[src/rtl/i2c_pkg.sv]
// Shared constants and bit-order helpers for the I2C target receiver.
package i2c_pkg;

  localparam int unsigned ByteW = 8;

  localparam logic I2C_ACK      = 1'b0;
  localparam logic I2C_RW_WRITE = 1'b0;

  localparam logic [2:0] StIdle    = 3'd0;
  localparam logic [2:0] StAddr    = 3'd1;
  localparam logic [2:0] StAddrAck = 3'd2;
  localparam logic [2:0] StData    = 3'd3;
  localparam logic [2:0] StDataAck = 3'd4;
  localparam logic [2:0] StIgnore  = 3'd5;

  // LSB-first shifts right so the first bit on the wire lands in bit 0.
  function automatic logic [ByteW-1:0] shift_in(input logic [ByteW-1:0] cur,
                                                 input logic           b,
                                                 input logic           msb_first);
    if (msb_first) begin
      return {cur[ByteW-2:0], b};
    end
    return {b, cur[ByteW-1:1]};
  endfunction

  function automatic logic [6:0] addr_of(input logic [ByteW-1:0] b, input logic msb_first);
    return msb_first ? b[7:1] : b[6:0];
  endfunction

  // R/W is always the last bit of the address phase.
  function automatic logic rw_of(input logic [ByteW-1:0] b, input logic msb_first);
    return msb_first ? b[0] : b[7];
  endfunction

endpackage

[src/rtl/i2c_line_sync.sv]
// SCL/SDA synchroniser and line-event detector; I2C_RX_GLITCH_FILTER_EN adds a
// 3-sample majority filter (+2 clk) after the synchroniser.
module i2c_line_sync #(
  parameter int unsigned SYNC_STAGES = 2
) (
  input  logic clk,
  input  logic rst,
  input  logic scl_i,
  input  logic sda_i,
  output logic scl_s_o,
  output logic sda_s_o,
  output logic scl_rise_o,
  output logic scl_fall_o,
  output logic start_o,
  output logic stop_o
);

  logic [SYNC_STAGES-1:0] scl_sync_q, sda_sync_q;
  logic                   scl_lvl, sda_lvl;
  logic                   scl_prev_q, sda_prev_q;
  logic                   scl_s_q, sda_s_q;
  logic                   scl_rise_q, scl_fall_q, start_q, stop_q;

  // Reset to an idle (high) bus so release of reset never looks like an edge.
  always_ff @(posedge clk or posedge rst) begin
    if (rst) begin
      scl_sync_q <= '1;
      sda_sync_q <= '1;
    end else begin
      scl_sync_q <= {scl_sync_q[SYNC_STAGES-2:0], scl_i};
      sda_sync_q <= {sda_sync_q[SYNC_STAGES-2:0], sda_i};
    end
  end

`ifdef I2C_RX_GLITCH_FILTER_EN
  logic [1:0] scl_hist_q, sda_hist_q;
  logic       scl_flt_q, sda_flt_q;
  logic       scl_new, sda_new;

  assign scl_new = scl_sync_q[SYNC_STAGES-1];
  assign sda_new = sda_sync_q[SYNC_STAGES-1];

  always_ff @(posedge clk or posedge rst) begin
    if (rst) begin
      scl_hist_q <= '1;
      sda_hist_q <= '1;
      scl_flt_q  <= 1'b1;
      sda_flt_q  <= 1'b1;
    end else begin
      scl_hist_q <= {scl_hist_q[0], scl_new};
      sda_hist_q <= {sda_hist_q[0], sda_new};
      scl_flt_q  <= (scl_new & scl_hist_q[0]) | (scl_new & scl_hist_q[1]) |
                    (scl_hist_q[0] & scl_hist_q[1]);
      sda_flt_q  <= (sda_new & sda_hist_q[0]) | (sda_new & sda_hist_q[1]) |
                    (sda_hist_q[0] & sda_hist_q[1]);
    end
  end

  assign scl_lvl = scl_flt_q;
  assign sda_lvl = sda_flt_q;
`else
  assign scl_lvl = scl_sync_q[SYNC_STAGES-1];
  assign sda_lvl = sda_sync_q[SYNC_STAGES-1];
`endif

  // Events are registered together with the levels so they stay aligned.
  always_ff @(posedge clk or posedge rst) begin
    if (rst) begin
      scl_prev_q <= 1'b1;
      sda_prev_q <= 1'b1;
      scl_s_q    <= 1'b1;
      sda_s_q    <= 1'b1;
      scl_rise_q <= 1'b0;
      scl_fall_q <= 1'b0;
      start_q    <= 1'b0;
      stop_q     <= 1'b0;
    end else begin
      scl_prev_q <= scl_lvl;
      sda_prev_q <= sda_lvl;
      scl_s_q    <= scl_lvl;
      sda_s_q    <= sda_lvl;
      scl_rise_q <= scl_lvl & ~scl_prev_q;
      scl_fall_q <= ~scl_lvl & scl_prev_q;
      start_q    <= scl_lvl & scl_prev_q & sda_prev_q & ~sda_lvl;
      stop_q     <= scl_lvl & scl_prev_q & ~sda_prev_q & sda_lvl;
    end
  end

  assign scl_s_o    = scl_s_q;
  assign sda_s_o    = sda_s_q;
  assign scl_rise_o = scl_rise_q;
  assign scl_fall_o = scl_fall_q;
  assign start_o    = start_q;
  assign stop_o     = stop_q;

endmodule

[src/rtl/i2c_target_rx.sv]
// Write-only I2C target receiver: address match, ACK generation and data byte capture.
// Optional line glitch filter is enabled by defining I2C_RX_GLITCH_FILTER_EN.
module i2c_target_rx
  import i2c_pkg::*;
#(
  parameter int unsigned SYNC_STAGES = 2,
  parameter bit          MSB_FIRST   = 1'b0
) (
  input  logic             clk,
  input  logic             rst,
  input  logic             scl_i,
  input  logic             sda_i,
  output logic             sda_oe,
  input  logic [6:0]       own_addr,
  output logic [ByteW-1:0] rx_data,
  output logic             rx_valid,
  output logic             addr_match,
  output logic             busy
);

  logic scl_s, sda_s, scl_rise, scl_fall, start, stop;

  i2c_line_sync #(
    .SYNC_STAGES (SYNC_STAGES)
  ) u_line_sync (
    .clk        (clk),
    .rst        (rst),
    .scl_i      (scl_i),
    .sda_i      (sda_i),
    .scl_s_o    (scl_s),
    .sda_s_o    (sda_s),
    .scl_rise_o (scl_rise),
    .scl_fall_o (scl_fall),
    .start_o    (start),
    .stop_o     (stop)
  );

  logic [2:0]       state_q, state_d;
  logic [2:0]       bit_cnt_q, bit_cnt_d;
  logic             byte_done_q, byte_done_d;
  logic [ByteW-1:0] shift_q, shift_d;
  logic [6:0]       own_addr_q, own_addr_d;
  logic             sda_oe_q, sda_oe_d;
  logic [ByteW-1:0] rx_data_q, rx_data_d;
  logic             rx_valid_q, rx_valid_d;
  logic             addr_match_q, addr_match_d;
  logic             busy_q, busy_d;
  logic [ByteW-1:0] shifted;
  logic             addr_ok;

  assign shifted = shift_in(shift_q, sda_s, MSB_FIRST);
  assign addr_ok = (addr_of(shift_q, MSB_FIRST) == own_addr_q) &&
                   (rw_of(shift_q, MSB_FIRST) == I2C_RW_WRITE);

  always_comb begin
    state_d      = state_q;
    bit_cnt_d    = bit_cnt_q;
    byte_done_d  = byte_done_q;
    shift_d      = shift_q;
    own_addr_d   = own_addr_q;
    sda_oe_d     = sda_oe_q;
    rx_data_d    = rx_data_q;
    rx_valid_d   = 1'b0;
    addr_match_d = addr_match_q;
    busy_d       = busy_q;

    if (start) begin
      state_d      = StAddr;
      busy_d       = 1'b1;
      bit_cnt_d    = 3'd0;
      byte_done_d  = 1'b0;
      addr_match_d = 1'b0;
      sda_oe_d     = 1'b0;
      own_addr_d   = own_addr;
    end else if (stop) begin
      state_d      = StIdle;
      busy_d       = 1'b0;
      bit_cnt_d    = 3'd0;
      byte_done_d  = 1'b0;
      addr_match_d = 1'b0;
      sda_oe_d     = 1'b0;
    end else begin
      case (state_q)
        StAddr, StData: begin
          if (scl_rise && !byte_done_q) begin
            shift_d   = shifted;
            bit_cnt_d = bit_cnt_q + 3'd1;
            if (bit_cnt_q == 3'd7) begin
              byte_done_d = 1'b1;
              if (state_q == StData) begin
                rx_data_d  = shifted;
                rx_valid_d = 1'b1;
              end
            end
          end else if (scl_fall && byte_done_q) begin
            // ACK slot begins on the falling edge after the 8th bit.
            byte_done_d = 1'b0;
            if (state_q == StData) begin
              sda_oe_d = ~I2C_ACK;
              state_d  = StDataAck;
            end else if (addr_ok) begin
              sda_oe_d     = ~I2C_ACK;
              addr_match_d = 1'b1;
              state_d      = StAddrAck;
            end else begin
              state_d = StIgnore;
            end
          end
        end
        StAddrAck, StDataAck: begin
          if (scl_fall) begin
            sda_oe_d  = 1'b0;
            bit_cnt_d = 3'd0;
            state_d   = StData;
          end
        end
        StIgnore: begin
          sda_oe_d = 1'b0;
        end
        default: ;
      endcase
    end
  end

  always_ff @(posedge clk or posedge rst) begin
    if (rst) begin
      state_q      <= StIdle;
      bit_cnt_q    <= 3'd0;
      byte_done_q  <= 1'b0;
      shift_q      <= '0;
      own_addr_q   <= '0;
      sda_oe_q     <= 1'b0;
      rx_data_q    <= '0;
      rx_valid_q   <= 1'b0;
      addr_match_q <= 1'b0;
      busy_q       <= 1'b0;
    end else begin
      state_q      <= state_d;
      bit_cnt_q    <= bit_cnt_d;
      byte_done_q  <= byte_done_d;
      shift_q      <= shift_d;
      own_addr_q   <= own_addr_d;
      sda_oe_q     <= sda_oe_d;
      rx_data_q    <= rx_data_d;
      rx_valid_q   <= rx_valid_d;
      addr_match_q <= addr_match_d;
      busy_q       <= busy_d;
    end
  end

  assign sda_oe     = sda_oe_q;
  assign rx_data    = rx_data_q;
  assign rx_valid   = rx_valid_q;
  assign addr_match = addr_match_q;
  assign busy       = busy_q;

endmodule
[config.mk]
export PLATFORM = sky130hd
export DESIGN_NAME = i2c_target_rx
export DESIGN_NICKNAME = d
export VERILOG_FILES = /design/src/rtl/i2c_pkg.sv /design/src/rtl/i2c_line_sync.sv /design/src/rtl/i2c_target_rx.sv
export SDC_FILE = /design/constraint.sdc
export NUM_CORES = 1
export LEC_CHECK = 0
export CORE_MARGIN = 5
export CORE_UTILIZATION = 49
export DETAILED_ROUTE_END_ITERATION = 8
export PLACE_DENSITY = 0.71
export SLEW_MARGIN = 20
export SYNTH_ARGS = -nofsm -noshare
export SYNTH_HDL_FRONTEND = slang
export SYNTH_SLANG_ARGS = --single-unit
export TNS_END_PERCENT = 30
[constraint.sdc]
create_clock -name clk -period 1.9 [get_ports clk]
set_input_delay 0.38 -clock clk [delete_from_list [all_inputs] [get_ports clk]]
set_output_delay 0.38 -clock clk [all_outputs]
set_load 0.01 [all_outputs]
==> flow_summary.json <==
{
  "outcome": "complete, no violations",
  "final_cell_area_um2": 2330,
  "crit_chain": "nand3b_1, nor3_4, and3_1, buf_4, mux2_4",
  "die_w_um": 72.7,
  "path_clk_slew_ns": 0.08,
  "core_area_um2": 3740,
  "synth_top_area_share_pct": 49.4,
  "syn_to_final_growth_pct": 20.8,
  "antenna_found_initial": 0,
  "numPortBuffers": 22,
  "drt-pass1-iter-count": 4,
  "criticalPathCategory": "register to register",
  "rows": 22,
  "ir_drop_v": 0.000500,
  "initial_utilization_pct": 51.4,
  "period_share_pct": 95.5,
  "yosysTopAreaCell": "dfrtp_1",
  "combPwrFrac_pct": 14.7,
  "grt-ovfl-total": 0,
  "cts_tree": "done",
  "cts_sinks": 44,
  "ys_warn_count": 0,
  "ys_top_cells_by_area": "dfrtp_1, dfstp_2, mux2_4",
  "power_mw": 2.31,
  "highest_layer": "met4",
  "mostFrequentLayoutCell": "dfrtp_1",
  "seq_area_frac_synth_pct": 57.6,
  "grt_pass1_wl_um": 6340,
  "drt_wl_total_um": 3860,
  "insertion_delay_ns": 0.29,
  "slowest_delay_ns": 0.57,
  "setup-tns-final_ns": 0,
  "dpl_cell_area_um2": 2200,
  "min_period_ns": 1.81,
  "p_leak_nw": 1.07,
  "crit_slowest_cell": "dfrtp_1",
  "clock.fmax_mhz": 551,
  "clkPwrFrac_pct": 31.8,
  "postCtsHoldBufs": 0,
  "cap_violations": 0,
  "ys_seq_elements": 44,
  "slew_headroom_pct": 70.6,
  "endpoint_kind": "register",
  "grt_pass1_vias": 1294,
  "clockBufferDepth": 2,
  "powerDensity_nw_per_um2": 995,
  "cp_max_fo": 12,
  "drt-initial-drc-count": 73,
  "hp-class": "register to register",
  "cts_setup_buffers": 0,
  "fp.dieH_um": 72.7,
  "final_cell_mix": "dfrtp_1, nand2_1, clkdlybuf4s50_1",
  "grt_max_degree": 45,
  "cts_resized": 0,
  "boundaryPins": 23,
  "final_util_pct": 62.1,
  "cp_top_family": "simple AND/OR/NAND/NOR gates",
  "worst_pin_slew_ns": 0.441,
  "crit_buf_inv": 1,
  "cp.required_ns": 2.08,
  "wl_met3_um": 210,
  "cts-root-buf": "clkbuf_8",
  "ant_nets": 0,
  "hold_viol": 0,
  "power.switching_uw": 621,
  "setup_violations": 0,
  "routedWlPerCell_um": 16.3,
  "p_sw_share_pct": 26.8,
  "vias_per_cell": 5.59,
  "synth_cell_type_count": 36,
  "ctsHtreeMaxLevel": 2,
  "wl_met2_um": 1900,
  "skew_ns": 0.00412,
  "dieArea_um2": 5280,
  "track_usage_pct": 15.9,
  "slew_violations": 0,
  "nNetsFinal": 201,
  "gp_congestion": 0.904,
  "diodes": 0,
  "postSynthCellCount": 162,
  "syn_nets": 175,
  "start_kind": "register",
  "syn_area_um2": 1930,
  "p_int_mw": 1.69,
  "hpwl_um": 2660,
  "vias": 1324,
  "wl_met1_um": 1690,
  "drive_gt1_share_pct": 19.6,
  "grt_setup_unrepaired": "no",
  "power_frac_seq_pct": 53.5,
  "cts_buffers": 5,
  "cp.arrival_ns": 2.00,
  "synth.avg_cell_area_um2": 11.9,
  "drc": 0
}
layer usage:
metal / vias to the layer above / global-route usage, %
li1: 602 / -
met3: 11 / 4.55
met1: 659 / 19.6
met4: 0 / 6.35
met2: 52 / 26.2
met5: - / 0
registers in the layout, indices dropped and copies added, names as in the netlist:
name,flops
busy,1
u_line_sync.scl_prev_q,1
u_line_sync.scl_sync_q,2
byte_done_q,1
u_line_sync.sda_prev_q,1
u_line_sync.scl_fall_o,1
state_q,3
u_line_sync.start_o,1
u_line_sync.stop_o,1
u_line_sync.scl_rise_o,1
rx_data,8
own_addr_q,7
addr_match,1
bit_cnt_q,3
sda_oe,1
shift_q,8
u_line_sync.sda_sync_q,2
rx_valid,1
logic make-up (layout without fill, tap and decap cells):
logic type / after synthesis / count (layout) / share of synthesized area [%]
buffers and inverters: 14 / 41 / 4.03
xor gates and xnor gates: 8 / 8 / 3.64
AOI/OAI and AO/OA: 24 / 24 / 8.58
adders and majority gates: 2 / 2 / 1.30
muxes: 16 / 16 / 10.9
DFF: 44 / 44 / 57.6
and+or+nand+nor: 54 / 54 / 14.0
power groups by stage:
stage	logic [mW]	registers (mW)	clock network [mW]
2_1_floorplan	0.253	1.20	0
3_3_place_gp	0.316	1.24	0
3_5_place_dp	0.340	1.25	0
4_1_cts	0.345	1.24	0.758
5_1_grt	0.382	1.26	0.801
6_report	0.341	1.24	0.737
final timing paths:
check,start,end,slack [ns],cells after the start
max,state_q[0]$_DFFE_PP0P_,rx_data[7]$_DFFE_PP0P_,0.09,5
min,u_line_sync.scl_sync_q[0]$_DFF_PP1_,u_line_sync.scl_sync_q[1]$_DFF_PP1_,0.36,0
max reg2reg,state_q[0]$_DFFE_PP0P_,rx_data[7]$_DFFE_PP0P_,0.09,5
min reg2reg,u_line_sync.scl_sync_q[0]$_DFF_PP1_,u_line_sync.scl_sync_q[1]$_DFF_PP1_,0.36,0
max in group asynchronous,rst,u_line_sync.sda_prev_q$_DFF_PP1_,1.20,3
min in group asynchronous,rst,state_q[1]$_DFFE_PP0P_,0.45,3
area by class of cell:
cell class              instances  area (um^2)
clock inverters                 2         38.8
multi-input cells             104          739
flip-flops and latches         44         1110
repair buffers                 28          278
inverters                       5         18.8
fillers                       295         1420
well taps                      48         60.1
clock buffers                   6         82.6
through the flow:
stage          hold WS, ns  setup slack (ns)  instances
2_1_floorplan        0.345             0.149        162
3_3_place_gp         0.348             0.305        229
3_5_place_dp         0.349             0.201        229
4_1_cts              0.361             0.139        237
5_1_grt              0.371            0.0659        237
6_report             0.359            0.0863        237
synthesized netlist by cell type:
master      n
buf_2       2
o21ai_0     3
a31oi_1     2
xor2_1      8
mux2_2      8
clkbuf_1    4
nand2b_1    1
ha_1        2
or2_1       1
a22o_1      2
o21bai_1    1
nor3_4      1
a211oi_1    2
a221o_1     1
dfrtp_1    38
o31a_1      1
or3_1       2
nand3_1     1
nor4_1      2
inv_1       5
nor2_1      2
and3_1      1
a21oi_1     5
nand3b_1    3
nand2_1    31
o22ai_1     1
a21o_1      3
dfstp_2     6
o2bb2ai_1   1
mux2_4      8
buf_6       3
nor3_1      2
nor2b_1     4
o21a_1      1
nor3b_1     3
a221oi_1    1
No activity file was read; power rests on OpenSTA's default activity.
